==> src/rtl/wb_writer.sv <==
// Write-back initiator: buffers execute results and drains them into the register-file write
// and branch ports, publishing a per-register pending mask. Define WB_FWD_EN for forwarding lookups.
module wb_writer #(
    parameter int unsigned DEPTH = 4,
    parameter int unsigned AW    = 4,
    parameter int unsigned DW    = 32
) (
    input  logic          clk,
    input  logic          rst,
    input  logic          res_valid,
    output logic          res_ready,
    input  logic [AW-1:0] res_addr,
    input  logic [DW-1:0] res_data,
    input  logic          res_br,
    input  logic          res_link,
    input  logic [DW-1:0] res_ldata,
    output logic          rf_we,
    output logic [AW-1:0] rf_wa,
    output logic [DW-1:0] rf_wd,
    output logic          rf_ib,
    output logic [DW-1:0] rf_bv,
    output logic          rf_bl,
    output logic [15:0]   pend,
    output logic          idle
`ifdef WB_FWD_EN
    ,
    input  logic [AW-1:0] fq_a0,
    input  logic [AW-1:0] fq_a1,
    output logic          fq_hit0,
    output logic          fq_hit1,
    output logic [DW-1:0] fq_d0,
    output logic [DW-1:0] fq_d1
`endif
);

    localparam int unsigned PW = $clog2(DEPTH);
    localparam int unsigned CW = PW + 1;
    localparam logic [CW-1:0] FULL = CW'(DEPTH);
    localparam logic [AW-1:0] R_LR = AW'(14);
    localparam logic [AW-1:0] R_PC = AW'(15);

    typedef struct packed {
        logic          br;
        logic          link;
        logic [AW-1:0] addr;
        logic [DW-1:0] data;
        logic [DW-1:0] ldata;
    } entry_t;

    typedef enum logic {
        S_IDLE,
        S_LINK
    } state_t;

    entry_t         mem [DEPTH];
    entry_t         in_e;
    entry_t         head;
    entry_t         ord [DEPTH];
    logic [DEPTH-1:0] ord_v;
    logic [PW-1:0]  rd_ptr;
    logic [PW-1:0]  wr_ptr;
    logic [CW-1:0]  count;
    state_t         state;
    state_t         state_n;
    logic           push;
    logic           pop;
    logic           link_done;

    logic           we_n;
    logic [AW-1:0]  wa_n;
    logic [DW-1:0]  wd_n;
    logic           ib_n;
    logic [DW-1:0]  bv_n;
    logic           bl_n;

    assign res_ready = !rst && (count < FULL);
    assign push      = res_valid && res_ready;
    assign head      = mem[rd_ptr];
    assign idle      = (count == '0) && (state == S_IDLE);
    assign link_done = (state == S_LINK);

    // Link only has meaning on branches, so it is normalised at entry.
    assign in_e = '{br: res_br, link: res_br & res_link, addr: res_addr,
                    data: res_data, ldata: res_ldata};

    // FIFO storage
    always_ff @(posedge clk) begin
        if (push) begin
            mem[wr_ptr] <= in_e;
        end
    end

    // Entries viewed oldest-first, index 0 being the head
    always_comb begin
        ord_v = '0;
        for (int unsigned a = 0; a < DEPTH; a++) begin
            ord[a]   = mem[rd_ptr + PW'(a)];
            ord_v[a] = (CW'(a) < count);
        end
    end

    // Pending mask; the head's r14 write no longer counts once issued
    always_comb begin
        pend = '0;
        for (int unsigned a = 0; a < DEPTH; a++) begin
            if (ord_v[a]) begin
                if (ord[a].br) begin
                    pend[15] = 1'b1;
                    if (ord[a].link && !((a == 0) && link_done)) begin
                        pend[14] = 1'b1;
                    end
                end else begin
                    pend[ord[a].addr] = 1'b1;
                end
            end
        end
    end

    // Drain FSM: one register-file action per cycle
    always_comb begin
        state_n = state;
        pop     = 1'b0;
        we_n    = 1'b0;
        wa_n    = '0;
        wd_n    = '0;
        ib_n    = 1'b0;
        bv_n    = '0;
        bl_n    = 1'b0;
        case (state)
            S_IDLE: begin
                if (count != '0) begin
                    if (!head.br) begin
                        we_n = 1'b1;
                        wa_n = head.addr;
                        wd_n = head.data;
                        pop  = 1'b1;
                    end else if (!head.link) begin
                        ib_n = 1'b1;
                        bv_n = head.data;
                        pop  = 1'b1;
                    end else begin
                        we_n    = 1'b1;
                        wa_n    = R_LR;
                        wd_n    = head.ldata;
                        state_n = S_LINK;
                    end
                end
            end
            S_LINK: begin
                ib_n    = 1'b1;
                bv_n    = head.data;
                bl_n    = 1'b1;
                pop     = 1'b1;
                state_n = S_IDLE;
            end
            default: state_n = S_IDLE;
        endcase
    end

    // State, pointers and registered strobes
    always_ff @(posedge clk) begin
        if (rst) begin
            state  <= S_IDLE;
            rd_ptr <= '0;
            wr_ptr <= '0;
            count  <= '0;
            rf_we  <= 1'b0;
            rf_wa  <= '0;
            rf_wd  <= '0;
            rf_ib  <= 1'b0;
            rf_bv  <= '0;
            rf_bl  <= 1'b0;
        end else begin
            state <= state_n;
            if (push) begin
                wr_ptr <= wr_ptr + PW'(1);
            end
            if (pop) begin
                rd_ptr <= rd_ptr + PW'(1);
            end
            count <= count + CW'(push) - CW'(pop);
            rf_we <= we_n;
            rf_wa <= wa_n;
            rf_wd <= wd_n;
            rf_ib <= ib_n;
            rf_bv <= bv_n;
            rf_bl <= bl_n;
        end
    end

`ifdef WB_FWD_EN
    logic [1:0][AW-1:0] fq_a;
    logic [1:0][DW-1:0] fq_d;
    logic [1:0]         fq_hit;

    assign fq_a[0] = fq_a0;
    assign fq_a[1] = fq_a1;

    // Youngest match wins; the PC is never forwarded
    always_comb begin
        fq_hit = '0;
        fq_d   = '0;
        for (int unsigned p = 0; p < 2; p++) begin
            for (int unsigned a = 0; a < DEPTH; a++) begin
                if (ord_v[a] && (fq_a[p] != R_PC)) begin
                    if (!ord[a].br && (ord[a].addr == fq_a[p])) begin
                        fq_hit[p] = 1'b1;
                        fq_d[p]   = ord[a].data;
                    end else if (ord[a].br && ord[a].link && (fq_a[p] == R_LR)
                                 && !((a == 0) && link_done)) begin
                        fq_hit[p] = 1'b1;
                        fq_d[p]   = ord[a].ldata;
                    end
                end
            end
        end
    end

    assign fq_hit0 = fq_hit[0];
    assign fq_hit1 = fq_hit[1];
    assign fq_d0   = fq_d[0];
    assign fq_d1   = fq_d[1];
`endif

endmodule

==> config.mk <==
export PLATFORM = sky130hd
export DESIGN_NAME = wb_writer
export DESIGN_NICKNAME = d
export VERILOG_FILES = /design/src/rtl/wb_writer.sv
export SDC_FILE = /design/constraint.sdc
export NUM_CORES = 1
export LEC_CHECK = 0
export BUFFER_PORTS_ARGS = -buffer_cell sky130_fd_sc_hd__buf_2
export CAP_MARGIN = 0
export CELL_PAD_IN_SITES_DETAIL_PLACEMENT = 1
export CELL_PAD_IN_SITES_GLOBAL_PLACEMENT = 2
export CORE_MARGIN = 2
export CORE_UTILIZATION = 44
export DETAILED_ROUTE_END_ITERATION = 8
export PLACE_DENSITY_LB_ADDON = 0.1
export RECOVER_POWER = 100
export SLEW_MARGIN = 0
export SYNTH_ARGS = -nofsm -noshare
export SYNTH_HDL_FRONTEND = slang
export SYNTH_SLANG_ARGS = --single-unit
==> constraint.sdc <==
create_clock -name clk -period 3.1 [get_ports clk]
set_input_delay 0.31 -clock clk [delete_from_list [all_inputs] [get_ports clk]]
set_output_delay 0.31 -clock clk [all_outputs]
set_load 0.05 [all_outputs]
Word level (Yosys, flattened, before mapping)
Memory sizes are Yosys's and may differ from the RTL's. A register that Yosys moved wholly into a read port is not among the register bits.
Cells that the tools add are included.
{ "op_classes": {"add_sub_neg": 6, "n_lt_le_gt_ge": 13, "bitwise_logic": 6, "reduce_logical": 13, "muxes": 49} }
{ "op_table": {"columns": ["cell", "n"], "rows": [
  ["$mux W32", 5],
  ["$mux W16", 4],
  ["$pmux W32 S2", 1],
  ["$mux W14", 4],
  ["$or A16 B16 Y16", 3],
  ["$lt A4 B5 Y1 const B", 4],
  ["$mux W1", 20],
  ["$demux W1 S4", 4],
  ["$ge A4 B1 Y1 const B", 4],
  ["$mux W2", 6],
  ["$logic_and A1 B1 Y1", 8],
  ["$mux W4", 2],
  ["$lt A1 B3 Y1 const A", 2],
  ["$lt A2 B3 Y1 const A", 2],
  ["$pmux W1 S2", 3],
  ["$add A2 B1 Y2 const B", 2],
  ["$add A2 B2 Y2 const B", 2],
  ["$add A3 B1 Y3", 1],
  ["$logic_not A3 Y1", 1],
  ["$lt A3 B3 Y1 const B", 1],
  ["$reduce_bool A3 Y1", 1],
  ["$reduce_or A3 Y1", 1],
  ["$sub A3 B1 Y3", 1],
  ["$logic_not A1 Y1", 2],
  ["other kinds (2)", 3]
]} }
{ "word_totals": {"ram_bits": 280, "memories": 1, "register_bits": 79} }
{ "mem_list": {"columns": ["name", "depth", "word_bits", "read_ports", "rd_ports_with_merged_regs", "write_ports", "line_no", "source"], "rows": [
  ["mem", 4, 70, 4, 1, 1, "55", "entry_t mem [DEPTH];"]
]} }

Logic depth before layout (Yosys ltp)
{ "depth": {"depth_word": 15, "mapped_depth": 11, "depth_no_buf": 10} }

Worst setup path after synthesis
No wires, ideal clock.
{ "synth_timing": {"path_kind": "input to register", "startpoint": "input port rst", "endpoint": "memory mem[1][0] (netlist bit), enable pin", "setup_time_ns": 0.436, "path_stages": 3, "path_buffers": 1, "t_arrival_ns": 3.089, "setup_slack_ns": -0.425, "cell_sequence": "clkbuf_1 nor2_1 and3_1"} }
{ "synth_via": {"elab_chain_cells": 5} }
{ "synth_rtl": {"columns": ["element", "line_no", "source"], "rows": [
  ["start, declared", "9", "input logic rst,"],
  ["$logic_not A1 Y1", "76", "assign res_ready = !rst && (count < FULL);"],
  ["$logic_and A1 B1 Y1", "76", null],
  ["net res_ready", "11", "output logic res_ready,"],
  ["$logic_and A1 B1 Y1", "77", "assign push = res_valid && res_ready;"],
  ["$mux W1", "88", "if (push) begin"],
  ["$mux W1 (implied by the code)", "89", "mem[wr_ptr] <= in_e;"],
  ["end, declared", "55", null]
]} }
The timed path passes the listed nets, and every way through them passes these cells.

==> out/results.txt <==
run status: finished clean
Die H: 181 um
final worst-path cycle share: 0.990
top area cells in the synthesized netlist: edfxtp_1 61%, mux4_2 14%, dfxtp_1 12%, a22o_1 2.3%, nor2b_1 2.0%
CP Max Fanout: 4
number of synthesized flops with an enable pin: 280
CTS Sinks: 361
NetSw: 5.03 mW
Static Leak: 5.56 nW
DRC: 0
setup_tns: 0 ns
fin. max-slew vios: 0
sequential share of power: 0.393
Vias: 7,568
Initial DRT Pass Iterations: 4
Tmin final: 3.07 ns
switching share of total power: 0.331
Starting Density: 0.447
Clk pwr share: 0.303
CP startpoint kind: register
Seq/Total Area, Yosys: 0.731
Die Wd: 181 um
Data arrival, critical path: 2.76 ns
hold path depth: 1
IO buf count: 161
wire length per cell: 23.3 um
Post-Place Cell Area: 15,100 um2
Synth top area share: 0.613
Inserted Clock Buffers: 38
power per cell area: 897 nW/um2
Setup Crit Path Kind: reg2out
area leader, netlist: edfxtp_1
WL final: 32,200 um
R2R Setup Slk: 0.23 ns
CTS Root Cell: clkbuf_16
Tightest Pin Transition: 1.38 ns
GRT overflow: 0
Worst Path Required: 2.79 ns
worst-path cell chain: mux4_2, or3b_4, nor3b_4, a32o_1, a221o_1, buf_6
Core ar.: 30,700 um2
fraction of registers with async set/reset: 0
Hold EP: mem[3][36]$_DFFE_PP_
final setup violating endpoints: 0
#FFs+latches synth: 361
share of cells above drive strength 1: 0.218
CTS tree: built
final hold violations: 0
min-delay worst type: in2reg
global-route wire length before repair: 50,200 um
largest net degree at the start of global routing: 49
Final ANT Viol Nets: 0
initial drt markers: 466
Post-Synthesis Cells: 704
DP Wirelength: 19,700 um
relative slew slack: 0.0824
Worst-Skew Late Latency: 0.53 ns
final hold slack: 0.0895 ns
Highest Clock Rate: 326 MHz
Diodes inserted: 0
combinational group share of total power: 0.304
# fillers: 2,828
Syn-to-layout area delta: 23.4%
most frequently used flop master after synthesis: edfxtp_1
Placer Congestion: 0.823
Pint: 10.2 mW
post-synthesis instance area: 13,700 um2
io pins: 162
hold_sp: res_data[4]
vias in the first global route: 8,410
Yosys cell types: 51
final instance area: 16,900 um2
H-tree levels: 2
GRT Resource Usage Total: 0.201
DIE AREA: 32,600 um2
max_cap viols: 0
Vias/cell: 5.47
Critical Path Sink Type: output pin
Clock Skew: 0.0214 ns
Critical Path Max Stage Delay: 0.54 ns
Worst-path clk slew: 0.06 ns
Peak supply drop: 0.649 mV
Rows: 64
Max Root-Sink Buffers: 3
syn avg cell area: 19.5 um2
Critical-path top delay cell: mux4_2
Post-Syn Nets: 786
RSZ-0062 raised after global routing: true
initial antenna violation count: 0
fin nets: 1,039
Yosys warning total: 0
Critical R2R Capture: mem[3][69]$_DFFE_PP_
worst reg2reg path depth: 3
reg-to-reg startpoint: count[2]$_SDFF_PP0_
how the worst max path moves through the flow:
stage,startpoint,endpoint,slack (ns),depth (start not counted)
floorplan,mem[1][69]$_DFFE_PP_,pend[4],0.21,5
global placement,count[2]$_SDFF_PP0_,pend[4],0.34,8
detailed placement,rd_ptr[1]$_SDFFE_PP0N_,pend[7],0.31,7
CTS,count[2]$_SDFF_PP0_,pend[0],0.0005,7
global route,mem[1][69]$_DFFE_PP_,pend[11],-0.06,6
finish,mem[1][69]$_DFFE_PP_,pend[11],0.03,6
placed cells by master, fill, tap and decap left out, types with 3 or more instances in the layout:
cell           Yosys  layout
bufinv_16          0       5
and3_1             4       4
a22oi_1           14      14
buf_6              1      10
a21oi_1            5       5
clkbuf_16          0      39
dfxtp_1           81      76
xnor2_1            3       3
nor2_4             0       3
nand2_1           15      15
and2_0             0       3
a31oi_1            3       3
inv_1             15      14
and2_1             6       3
a22o_1            36      36
buf_4              2      11
clkinv_2           0       5
nor2b_1           43      42
dfxtp_4            0       3
clkbuf_1           8     154
clkbuf_8           0       3
nor2_1            21      17
ha_1               8       7
o221ai_2           0       4
nor3_1             4       4
buf_2             19       4
dlygate4sd3_1      0      60
edfxtp_1         280     280
mux4_2            88      88
clkinv_1           0       7
clkbuf_4           0      10
o21ai_0            5       3
critical path: cells and delay by family, from the launching register on:
family | cells | cell delay [ns]
buf+inv | 1 | 0.16
compound gates | 2 | 0.34
flops | 1 | 0.44
mux | 1 | 0.54
simple gates | 2 | 0.76
cell type report:
type | count | area (um2) | area share
Inverter | 15 | 56.3 | 0.00333
Tap cell | 396 | 495 | 0.0293
Sequential cell | 361 | 10000 | 0.593
Clock buffer | 50 | 1050 | 0.0619
Multi-Input combinational cell | 297 | 3580 | 0.211
Timing Repair Buffer | 244 | 1470 | 0.0868
Clock inverter | 20 | 236 | 0.0140
kinds of logic after synthesis:
logic type / count (synthesis) / synth area share
flops: 361 / 0.731
simple gates: 116 / 0.0513
mux: 88 / 0.144
fa+ha+maj: 9 / 0.00876
compound gates: 80 / 0.0464
xor+xnor: 4 / 0.00255
buf+inv: 46 / 0.0154
power groups by stage:
stage	Clock [mW]	Combinational (mW)	Sequential (mW)
2_1_floorplan	0	2.58	6.79
3_3_place_gp	0	4.50	6.02
3_5_place_dp	0	4.52	6.05
4_1_cts	4.71	4.70	5.96
5_1_grt	4.90	4.92	6.02
6_report	4.60	4.61	5.97
cells in the mapped netlist, types with 3 or more instances:
| cell type | number |
|---|---|
| nor2b_1 | 43 |
| xnor2_1 | 3 |
| nor3_1 | 4 |
| a21oi_1 | 5 |
| o221ai_1 | 4 |
| mux4_2 | 88 |
| nor2_1 | 21 |
| and2_1 | 6 |
| nor4b_2 | 4 |
| ha_1 | 8 |
| a22o_1 | 36 |
| edfxtp_1 | 280 |
| buf_2 | 19 |
| o21ai_0 | 5 |
| a31oi_1 | 3 |
| and3_1 | 4 |
| inv_1 | 15 |
| dfxtp_1 | 81 |
| nand2_1 | 15 |
| clkbuf_1 | 8 |
| a22oi_1 | 14 |
routing by layer:
layer | wire [um] | global-route usage | vias to the layer above
li1 | - | - | 3364
met1 | 13200 | 0.253 | 3938
met2 | 16700 | 0.360 | 199
met3 | 1370 | 0.0327 | 67
met4 | 904 | 0.0574 | 0
met5 | 0 | 0 | -
state kept, by name, summed over array words and instances (netlist names), named ones only:
register,count
rf_we,1
count,3
link_done,1
rf_wa,4
rd_ptr,2
wr_ptr,2
rf_bv,32
mem,280
rf_bl,1
rf_wd,32
rf_ib,1
through the flow:
step | std cells | util | power [mW] | worst slack (ns)
final | 1383 | 0.552 | 15.2 | 0.0304
after global routing | 1383 | 0.552 | 15.8 | -0.0567
after CTS | 1381 | 0.558 | 15.4 | 0.000524
after detailed placement | 1249 | 0.493 | 10.6 | 0.307
after global placement | 1249 | 0.493 | 10.5 | 0.342
after floorplan | 704 | - | 9.38 | 0.212
repair_timing:
item,in CTS,in global routing
endpoints found under the setup margin,16,15
setup buffers,2,2
resized for setup,26,27
pin swaps,0,5
hold buffers,60,0
endpoints found under the hold margin,227,0
No activity file was read; power rests on OpenSTA's default activity.
